### src/rtl/wb_arbiter_pkg.sv
// wb_arbiter_pkg: shared constants and types for the writeback arbiter slice.
//   ZeroWord / ZeroReg  : all-zero data word and the x0 register address
//   RegAddrWidth        : register file address width
//   WbDepthDefault      : default load-result FIFO depth
//   wb_entry_t          : one buffered load result {waddr, wdata}
//   wb_src_e            : which source drives the output write register this cycle
package wb_arbiter_pkg;

    localparam int unsigned RegAddrWidth   = 5;
    localparam int unsigned RegDataWidth   = 32;
    localparam int unsigned WbDepthDefault = 4;
    localparam int unsigned WbEntryWidth   = RegAddrWidth + RegDataWidth;

    localparam logic [RegDataWidth-1:0] ZeroWord = '0;
    localparam logic [RegAddrWidth-1:0] ZeroReg  = '0;

    typedef struct packed {
        logic [RegAddrWidth-1:0] waddr;
        logic [RegDataWidth-1:0] wdata;
    } wb_entry_t;

    typedef enum logic [1:0] {
        SrcNone,
        SrcEx,
        SrcFifo,
        SrcLsu
    } wb_src_e;

    // A write only counts when it targets a real register; x0 writes vanish at the source.
    function automatic logic wb_live(input logic valid, input logic [RegAddrWidth-1:0] addr);
        return valid && (addr != ZeroReg);
    endfunction

endpackage

### src/rtl/wb_fifo.sv
// wb_fifo: synchronous FIFO of packed {waddr, wdata} load results.
//   DEPTH    : number of entries (power of two, >= 2)
//   clk, rst : rising-edge clock, asynchronous active-high reset (empties the FIFO)
//   push_i   : write din_i; honoured when not full, or when full and popping the same cycle
//   din_i    : entry to write
//   pop_i    : drop the head entry; ignored when empty
//   dout_o   : head entry (meaningful only when !empty_o)
//   full_o   : DEPTH entries held
//   empty_o  : no entries held
module wb_fifo
    import wb_arbiter_pkg::*;
#(
    parameter int unsigned DEPTH = WbDepthDefault
) (
    input  logic                    clk,
    input  logic                    rst,
    input  logic                    push_i,
    input  logic [WbEntryWidth-1:0] din_i,
    input  logic                    pop_i,
    output logic [WbEntryWidth-1:0] dout_o,
    output logic                    full_o,
    output logic                    empty_o
);

    localparam int unsigned PtrW = (DEPTH > 1) ? $clog2(DEPTH) : 1;
    localparam int unsigned CntW = PtrW + 1;

    logic [WbEntryWidth-1:0] mem_q [DEPTH];
    logic [PtrW-1:0]         wr_ptr_q;
    logic [PtrW-1:0]         rd_ptr_q;
    logic [CntW-1:0]         count_q;
    logic                    do_push;
    logic                    do_pop;

    assign full_o  = (count_q == CntW'(DEPTH));
    assign empty_o = (count_q == '0);
    assign dout_o  = mem_q[rd_ptr_q];

    assign do_pop  = pop_i && !empty_o;
    // A full FIFO can still take a push when the head leaves on the same edge.
    assign do_push = push_i && (!full_o || do_pop);

    always_ff @(posedge clk or posedge rst) begin
        if (rst) begin
            wr_ptr_q <= '0;
            rd_ptr_q <= '0;
            count_q  <= '0;
        end else begin
            // Pointers wrap naturally because DEPTH is a power of two.
            if (do_push) begin
                wr_ptr_q <= wr_ptr_q + PtrW'(1);
            end
            if (do_pop) begin
                rd_ptr_q <= rd_ptr_q + PtrW'(1);
            end
            case ({do_push, do_pop})
                2'b10:   count_q <= count_q + CntW'(1);
                2'b01:   count_q <= count_q - CntW'(1);
                default: count_q <= count_q;
            endcase
        end
    end

    // Storage needs no reset: the pointers alone define which entries are valid.
    always_ff @(posedge clk) begin
        if (do_push) begin
            mem_q[wr_ptr_q] <= din_i;
        end
    end

endmodule

### src/rtl/wb_arbiter.sv
// wb_arbiter: writeback arbiter and load scoreboard driving the register file write port.
//   Merges single-cycle EX results with buffered long-latency load results into one
//   registered write port, and keeps a busy bit per register with a load in flight.
//   DEPTH                    : load-result FIFO entries (power of two, >= 2)
//   clk, rst                 : rising-edge clock, asynchronous active-high reset
//   ex_wen_i/waddr_i/wdata_i : EX result; ex_stall_o tells EX to hold it this cycle
//   lsu_valid_i/ready_o      : load-result handshake, lsu_waddr_i/lsu_wdata_i payload
//   issue_valid_i/waddr_i    : ID issues a load, marking its rd busy
//   rs1/rs2/rd_addr_i        : ID lookup addresses; *_busy_o report a pending load
//   reg_waddr_o/wdata_o/wen_o: registered write port to regs
// Build option WB_LSU_BYPASS_EN: a load arriving while the FIFO is empty and EX is idle is
// written straight into the output register, skipping the FIFO.
module wb_arbiter
    import wb_arbiter_pkg::*;
#(
    parameter int unsigned DEPTH = WbDepthDefault
) (
    input  logic        clk,
    input  logic        rst,
    input  logic        ex_wen_i,
    input  logic [4:0]  ex_waddr_i,
    input  logic [31:0] ex_wdata_i,
    output logic        ex_stall_o,
    input  logic        lsu_valid_i,
    output logic        lsu_ready_o,
    input  logic [4:0]  lsu_waddr_i,
    input  logic [31:0] lsu_wdata_i,
    input  logic        issue_valid_i,
    input  logic [4:0]  issue_waddr_i,
    input  logic [4:0]  rs1_addr_i,
    input  logic [4:0]  rs2_addr_i,
    input  logic [4:0]  rd_addr_i,
    output logic        rs1_busy_o,
    output logic        rs2_busy_o,
    output logic        rd_busy_o,
    output logic [4:0]  reg_waddr_o,
    output logic [31:0] reg_wdata_o,
    output logic        reg_wen_o
);

    logic                    fifo_full;
    logic                    fifo_empty;
    logic                    fifo_push;
    logic                    fifo_pop;
    logic [WbEntryWidth-1:0] fifo_dout;
    wb_entry_t               fifo_head;

    logic                    ex_live;
    logic                    lsu_live;
    wb_src_e                 src;

    logic                    clr_en;
    logic [4:0]              clr_addr;
    logic [31:0]             busy_q;
    logic [31:0]             busy_d;

    // Full comes from the FIFO's registered count, so EX never sees a combinational stall.
    assign ex_stall_o  = fifo_full;
    assign lsu_ready_o = !fifo_full && !rst;

    assign ex_live   = wb_live(ex_wen_i, ex_waddr_i);
    // Loads to x0 complete the handshake but are never stored.
    assign lsu_live  = wb_live(lsu_valid_i && lsu_ready_o, lsu_waddr_i);
    assign fifo_head = wb_entry_t'(fifo_dout);

    // Source select: a full FIFO must drain first, otherwise EX has priority over loads.
    always_comb begin
        src = SrcNone;
        if (fifo_full) begin
            src = SrcFifo;
        end else if (ex_live) begin
            src = SrcEx;
        end else if (!fifo_empty) begin
            src = SrcFifo;
        end
`ifdef WB_LSU_BYPASS_EN
        else if (lsu_live) begin
            src = SrcLsu;
        end
`endif
    end

    assign fifo_pop  = (src == SrcFifo);
    assign fifo_push = lsu_live && (src != SrcLsu);

    wb_fifo #(
        .DEPTH (DEPTH)
    ) u_wb_fifo (
        .clk     (clk),
        .rst     (rst),
        .push_i  (fifo_push),
        .din_i   ({lsu_waddr_i, lsu_wdata_i}),
        .pop_i   (fifo_pop),
        .dout_o  (fifo_dout),
        .full_o  (fifo_full),
        .empty_o (fifo_empty)
    );

    // Registered write port; address/data hold their last value while wen is low.
    always_ff @(posedge clk or posedge rst) begin
        if (rst) begin
            reg_wen_o   <= 1'b0;
            reg_waddr_o <= ZeroReg;
            reg_wdata_o <= ZeroWord;
        end else begin
            case (src)
                SrcEx: begin
                    reg_wen_o   <= 1'b1;
                    reg_waddr_o <= ex_waddr_i;
                    reg_wdata_o <= ex_wdata_i;
                end
                SrcFifo: begin
                    reg_wen_o   <= 1'b1;
                    reg_waddr_o <= fifo_head.waddr;
                    reg_wdata_o <= fifo_head.wdata;
                end
                SrcLsu: begin
                    reg_wen_o   <= 1'b1;
                    reg_waddr_o <= lsu_waddr_i;
                    reg_wdata_o <= lsu_wdata_i;
                end
                default: begin
                    reg_wen_o   <= 1'b0;
                end
            endcase
        end
    end

    // A load result entering the output register retires its destination's busy bit.
    assign clr_en   = (src == SrcFifo) || (src == SrcLsu);
    assign clr_addr = (src == SrcLsu) ? lsu_waddr_i : fifo_head.waddr;

    always_comb begin
        busy_d = busy_q;
        if (clr_en) begin
            busy_d[clr_addr] = 1'b0;
        end
        // Applied after the clear so a fresh issue to the same register stays pending.
        if (wb_live(issue_valid_i, issue_waddr_i)) begin
            busy_d[issue_waddr_i] = 1'b1;
        end
        busy_d[0] = 1'b0;
    end

    always_ff @(posedge clk or posedge rst) begin
        if (rst) begin
            busy_q <= '0;
        end else begin
            busy_q <= busy_d;
        end
    end

    assign rs1_busy_o = busy_q[rs1_addr_i];
    assign rs2_busy_o = busy_q[rs2_addr_i];
    assign rd_busy_o  = busy_q[rd_addr_i];

endmodule

### config.mk
export PLATFORM = sky130hd
export DESIGN_NAME = wb_arbiter
export DESIGN_NICKNAME = d
export VERILOG_FILES = /design/src/rtl/wb_arbiter_pkg.sv /design/src/rtl/wb_fifo.sv /design/src/rtl/wb_arbiter.sv
export SDC_FILE = /design/constraint.sdc
export NUM_CORES = 1
export LEC_CHECK = 0
export CAP_MARGIN = 0
export CORE_ASPECT_RATIO = 1.25
export CORE_UTILIZATION = 35
export DETAILED_ROUTE_END_ITERATION = 12
export GPL_ROUTABILITY_DRIVEN = 0
export GPL_TIMING_DRIVEN = 1
export PLACE_DENSITY = 0.58
export SYNTH_ARGS = -nofsm -noshare
export SYNTH_HDL_FRONTEND = slang
export SYNTH_SLANG_ARGS = --single-unit
### constraint.sdc
create_clock -name clk -period 8.8 [get_ports clk]
set_clock_uncertainty 0.1 [all_clocks]
set_input_delay 2.64 -clock clk [delete_from_list [all_inputs] [get_ports clk]]
set_output_delay 2.64 -clock clk [all_outputs]
set_load 0.005 [all_outputs]
==> key figures <==
Run status
  • Outcome: finished clean

CTS
  • Num Clock Sinks: between 200 and 250
  • Maximum clock path buffer count: 3
  • Reg clk slew, reported paths: around 60 ps
  • CTS tree: done
  • H-tree depth: 1
  • TritonCTS Buffers: 22
  • Root buffer cell: clkbuf_16
  • Post-CTS Setup Inserts: 0
  • Post-CTS Hold Fix Bufs: 0
  • Resized Gates After CTS: 0
  • Worst-skew pair later-pin latency: around 500 ps

Floorplanning
  • Core area: approximately 28000 sq um
  • Die Area: 29200 sq um
  • Width of the chip: 153 um
  • IO Count: approximately 140
  • Die Y: between 150 and 200 um
  • Row count: between 60 and 70
  • Starting density of the core: a little over a third

Layout
  • Commonest non-fill, non-tap cell in the layout: edfxtp_1
  • Final core occ: between 40% and 50%
  • Share of layout cells above drive strength 1: between 10% and 20%
  • Commonest cells after routing, fill and taps aside: edfxtp_1, clkdlybuf4s50_1, dfrtp_1
  • Layout Area Growth over Synthesis: 25.6%
  • Fillers: about 2500
  • Post-Layout Cell Count: 1179
  • Final net count: between 900 and 1000

Routing
  • Top sig layer: met5
  • DR iter-0 viols: around 400
  • DR pass1 iterations: 5
  • Routed Wire Length: around 26 mm
  • DRC: 0
  • Vias per cell: 5.59
  • Average wire per standard cell: approximately 22 um
  • Met3 wire len: roughly 1.7 mm
  • Detail Route met2 WL: 13.2 mm
  • Vias post-DR: approximately 6600
  • ANT nets after route: 0
  • Wl on met1: 10.6 mm

Worst setup path
  • CP endpoint kind: output pin
  • Worst EP required: between 6000 and 7000 ps
  • Maximum fanout along the worst path: 9
  • Setup crit start kind: input pin
  • CP most frequent cell: clkdlybuf4s50_1
  • WS Path Type: in2out
  • CP max stage cell: clkdlybuf4s50_1
  • CP peak stage delay: ~800 ps
  • Worst-path cell chain: clkdlybuf4s50_1 -> mux2_2 -> a221oi_1 -> a2111oi_0 -> or4_1 -> clkdlybuf4s50_1
  • CP delay by family, top: buffers and inverters
  • Critical path buffers and inverters: 2
  • Worst EP arrival: 5140 ps

Power and ir drop
  • Overall power: about 0.004 W
  • PwrDens: around 310 nW/um^2
  • Leakage: 4.30 nW
  • Worst vdd ir: around 0.00015 V

Timing
  • Peak Freq: 127 MHz
  • Setup WS post-layout: 925 ps
  • Final Setup Violations: 0
  • Setup TNS: 0 ps
  • RSZ-0062 raised after global routing: false
  • Final min period: a little under 8000 ps
  • Final period util: between 80% and 90%
  • Final Hold Viols: 0
  • Fin. max-slew vios: 0
  • Max-slew headroom: between 20% and 30%
  • Worst Tran Pin Value: roughly 1100 ps

Global routing
  • Gr usage total: between 10% and 20%
  • Number of global-route vias before repair: approximately 6700
  • Initial antenna violation count: 5
  • Total grt overflow: 0
  • Largest net degree at the start of global routing: 77
  • First-pass GRT wire length: 40.1 mm

Yosys
  • Synth Register Bits: between 200 and 250
  • Post-synth cell types: 50
  • Main combinational cell family by area after synthesis: multiplexers
  • Share of synthesized registers carrying an async set or reset: between 30% and 40%
  • Mapped cell area: between 9000 and 10000 sq um
  • Synth Area in Compound Gates: around 7.7%
  • Post-Synth Adder-Cell Area: less than 1%
  • Syn nets: 791
  • Post-Synth Simple-Gate Area: between 10% and 20%
  • Synth Flop Type: edfxtp_1
  • Post-Synth XOR/XNOR Area: 0.527%
  • Register area share after synthesis: a little under two thirds
  • Yosys warns: 0
  • Mux share of post-synthesis cell area: around 14%
  • Cells after synthesis: ~700
  • Syn Area/Cell: 14.5 sq um
  • Post-synth EDFFs: around 150

Placement
  • Dpl ws: just over 900 ps
  • # port buffers: roughly 140
  • DP Wirelength: 17.1 mm
  • Placed cell count: between 1000 and 1500

Worst hold path
  • HP Class: reg2reg

Flow run
  • Max-cap viol count: 0
[final cells by class]
class / count / area [sq um] / area share, %
timing repair buffer: 151 / 1490 / 11.9
antenna: 1 / 2.50 / 0.0200
sequential: 224 / 6350 / 50.7
clock buffer: 30 / 632 / 5.05
inverter: 13 / 50.0 / 0.400
tap: 350 / 438 / 3.50
multi-input combinational: 400 / 3400 / 27.2
clock inverter: 10 / 159 / 1.27
[power by group]
part	switching (W)	internal, W
sequential	0.000265	0.00138
combinational	0.000603	0.000680
clock	0.000392	0.000622
total	0.00126	0.00268
[worst register-to-register path, stage by stage, from the launching register on]
cell and delay (ps):
dfrtp_2 820, buf_4 500, mux4_1 920, or3b_1 500, o41ai_1 320, o21ai_1 120
[sequential cells by signal, summed over array words and instances (netlist names)]
signal	cells
reg_waddr_o	5
reg_wen_o	1
busy_q	31
u_wb_fifo.mem_q	148
u_wb_fifo.rd_ptr_q	2
reg_wdata_o	32
u_wb_fifo.wr_ptr_q	2
u_wb_fifo.count_q	3
[routing by layer]
metal | vias to the layer above | track usage (%)
met5 | - | 0
met1 | 3332 | 22.8
met2 | 218 | 31.5
met3 | 53 | 4.02
li1 | 2979 | -
met4 | 8 | 5.32
[cell usage after synthesis (all sizes together), types with 2 or more instances]
| cell | count | area (sq um) |
|---|---|---|
| nor2b | 9 | 56.3 |
| nor2 | 57 | 214 |
| mux2 | 4 | 45.0 |
| nor3 | 41 | 220 |
| a221oi | 3 | 26.3 |
| or3b | 5 | 43.8 |
| nand4 | 6 | 37.5 |
| nand2 | 2 | 7.51 |
| or3 | 3 | 18.8 |
| nor3b | 5 | 37.5 |
| and4b | 3 | 30.0 |
| a2111oi | 3 | 26.3 |
| nand4b | 3 | 26.3 |
| nor4bb | 3 | 30.0 |
| a31oi | 43 | 269 |
| buf | 17 | 86.3 |
| dfrtp | 76 | 1900 |
| a221o | 4 | 40.0 |
| xor2 | 3 | 26.3 |
| clkbuf | 32 | 120 |
| ha | 5 | 62.6 |
| a21boi | 2 | 15.0 |
| or4 | 3 | 22.5 |
| edfxtp | 148 | 4440 |
| o211ai | 2 | 15.0 |
| nand3b | 9 | 67.6 |
| and3 | 4 | 25.0 |
| inv | 13 | 48.8 |
| xnor2 | 3 | 26.3 |
| and2 | 5 | 31.3 |
| nand2b | 3 | 18.8 |
| o21ai | 42 | 210 |
| nand3 | 42 | 210 |
| a21oi | 8 | 40.0 |
| mux4 | 58 | 1310 |
| o41ai | 11 | 96.3 |
[final timing paths]
path                       slack [ps]                    end                  start  cells past startpoint
max                               920             rs2_busy_o          rs2_addr_i[1]                      6
min                               420   u_wb_fifo.count_q[2]   u_wb_fifo.count_q[2]                      1
max reg2reg                      5390             busy_q[18]  u_wb_fifo.rd_ptr_q[0]                      5
min reg2reg                       420   u_wb_fifo.count_q[2]   u_wb_fifo.count_q[2]                      1
max in group asynchronous        5120  u_wb_fifo.rd_ptr_q[1]                    rst                      3
min in group asynchronous        2730  u_wb_fifo.wr_ptr_q[0]                    rst                      3
[logic make-up after synthesis]
kind of cell	count (synthesis)
DFF	224
and+or+nand+nor	204
AOI/OAI and AO/OA	121
muxes	63
buffers and inverters	62
xor gates and xnor gates	6
adders and majority gates	6
[stage by stage]
stage          area (sq um)  hold slack [ps]
2_1_floorplan          9970              369
3_3_place_gp          11700              409
3_5_place_dp          11700              413
4_1_cts               12500              426
5_1_grt               12500              451
6_report              12500              424
No activity file was read; power rests on OpenSTA's default activity.
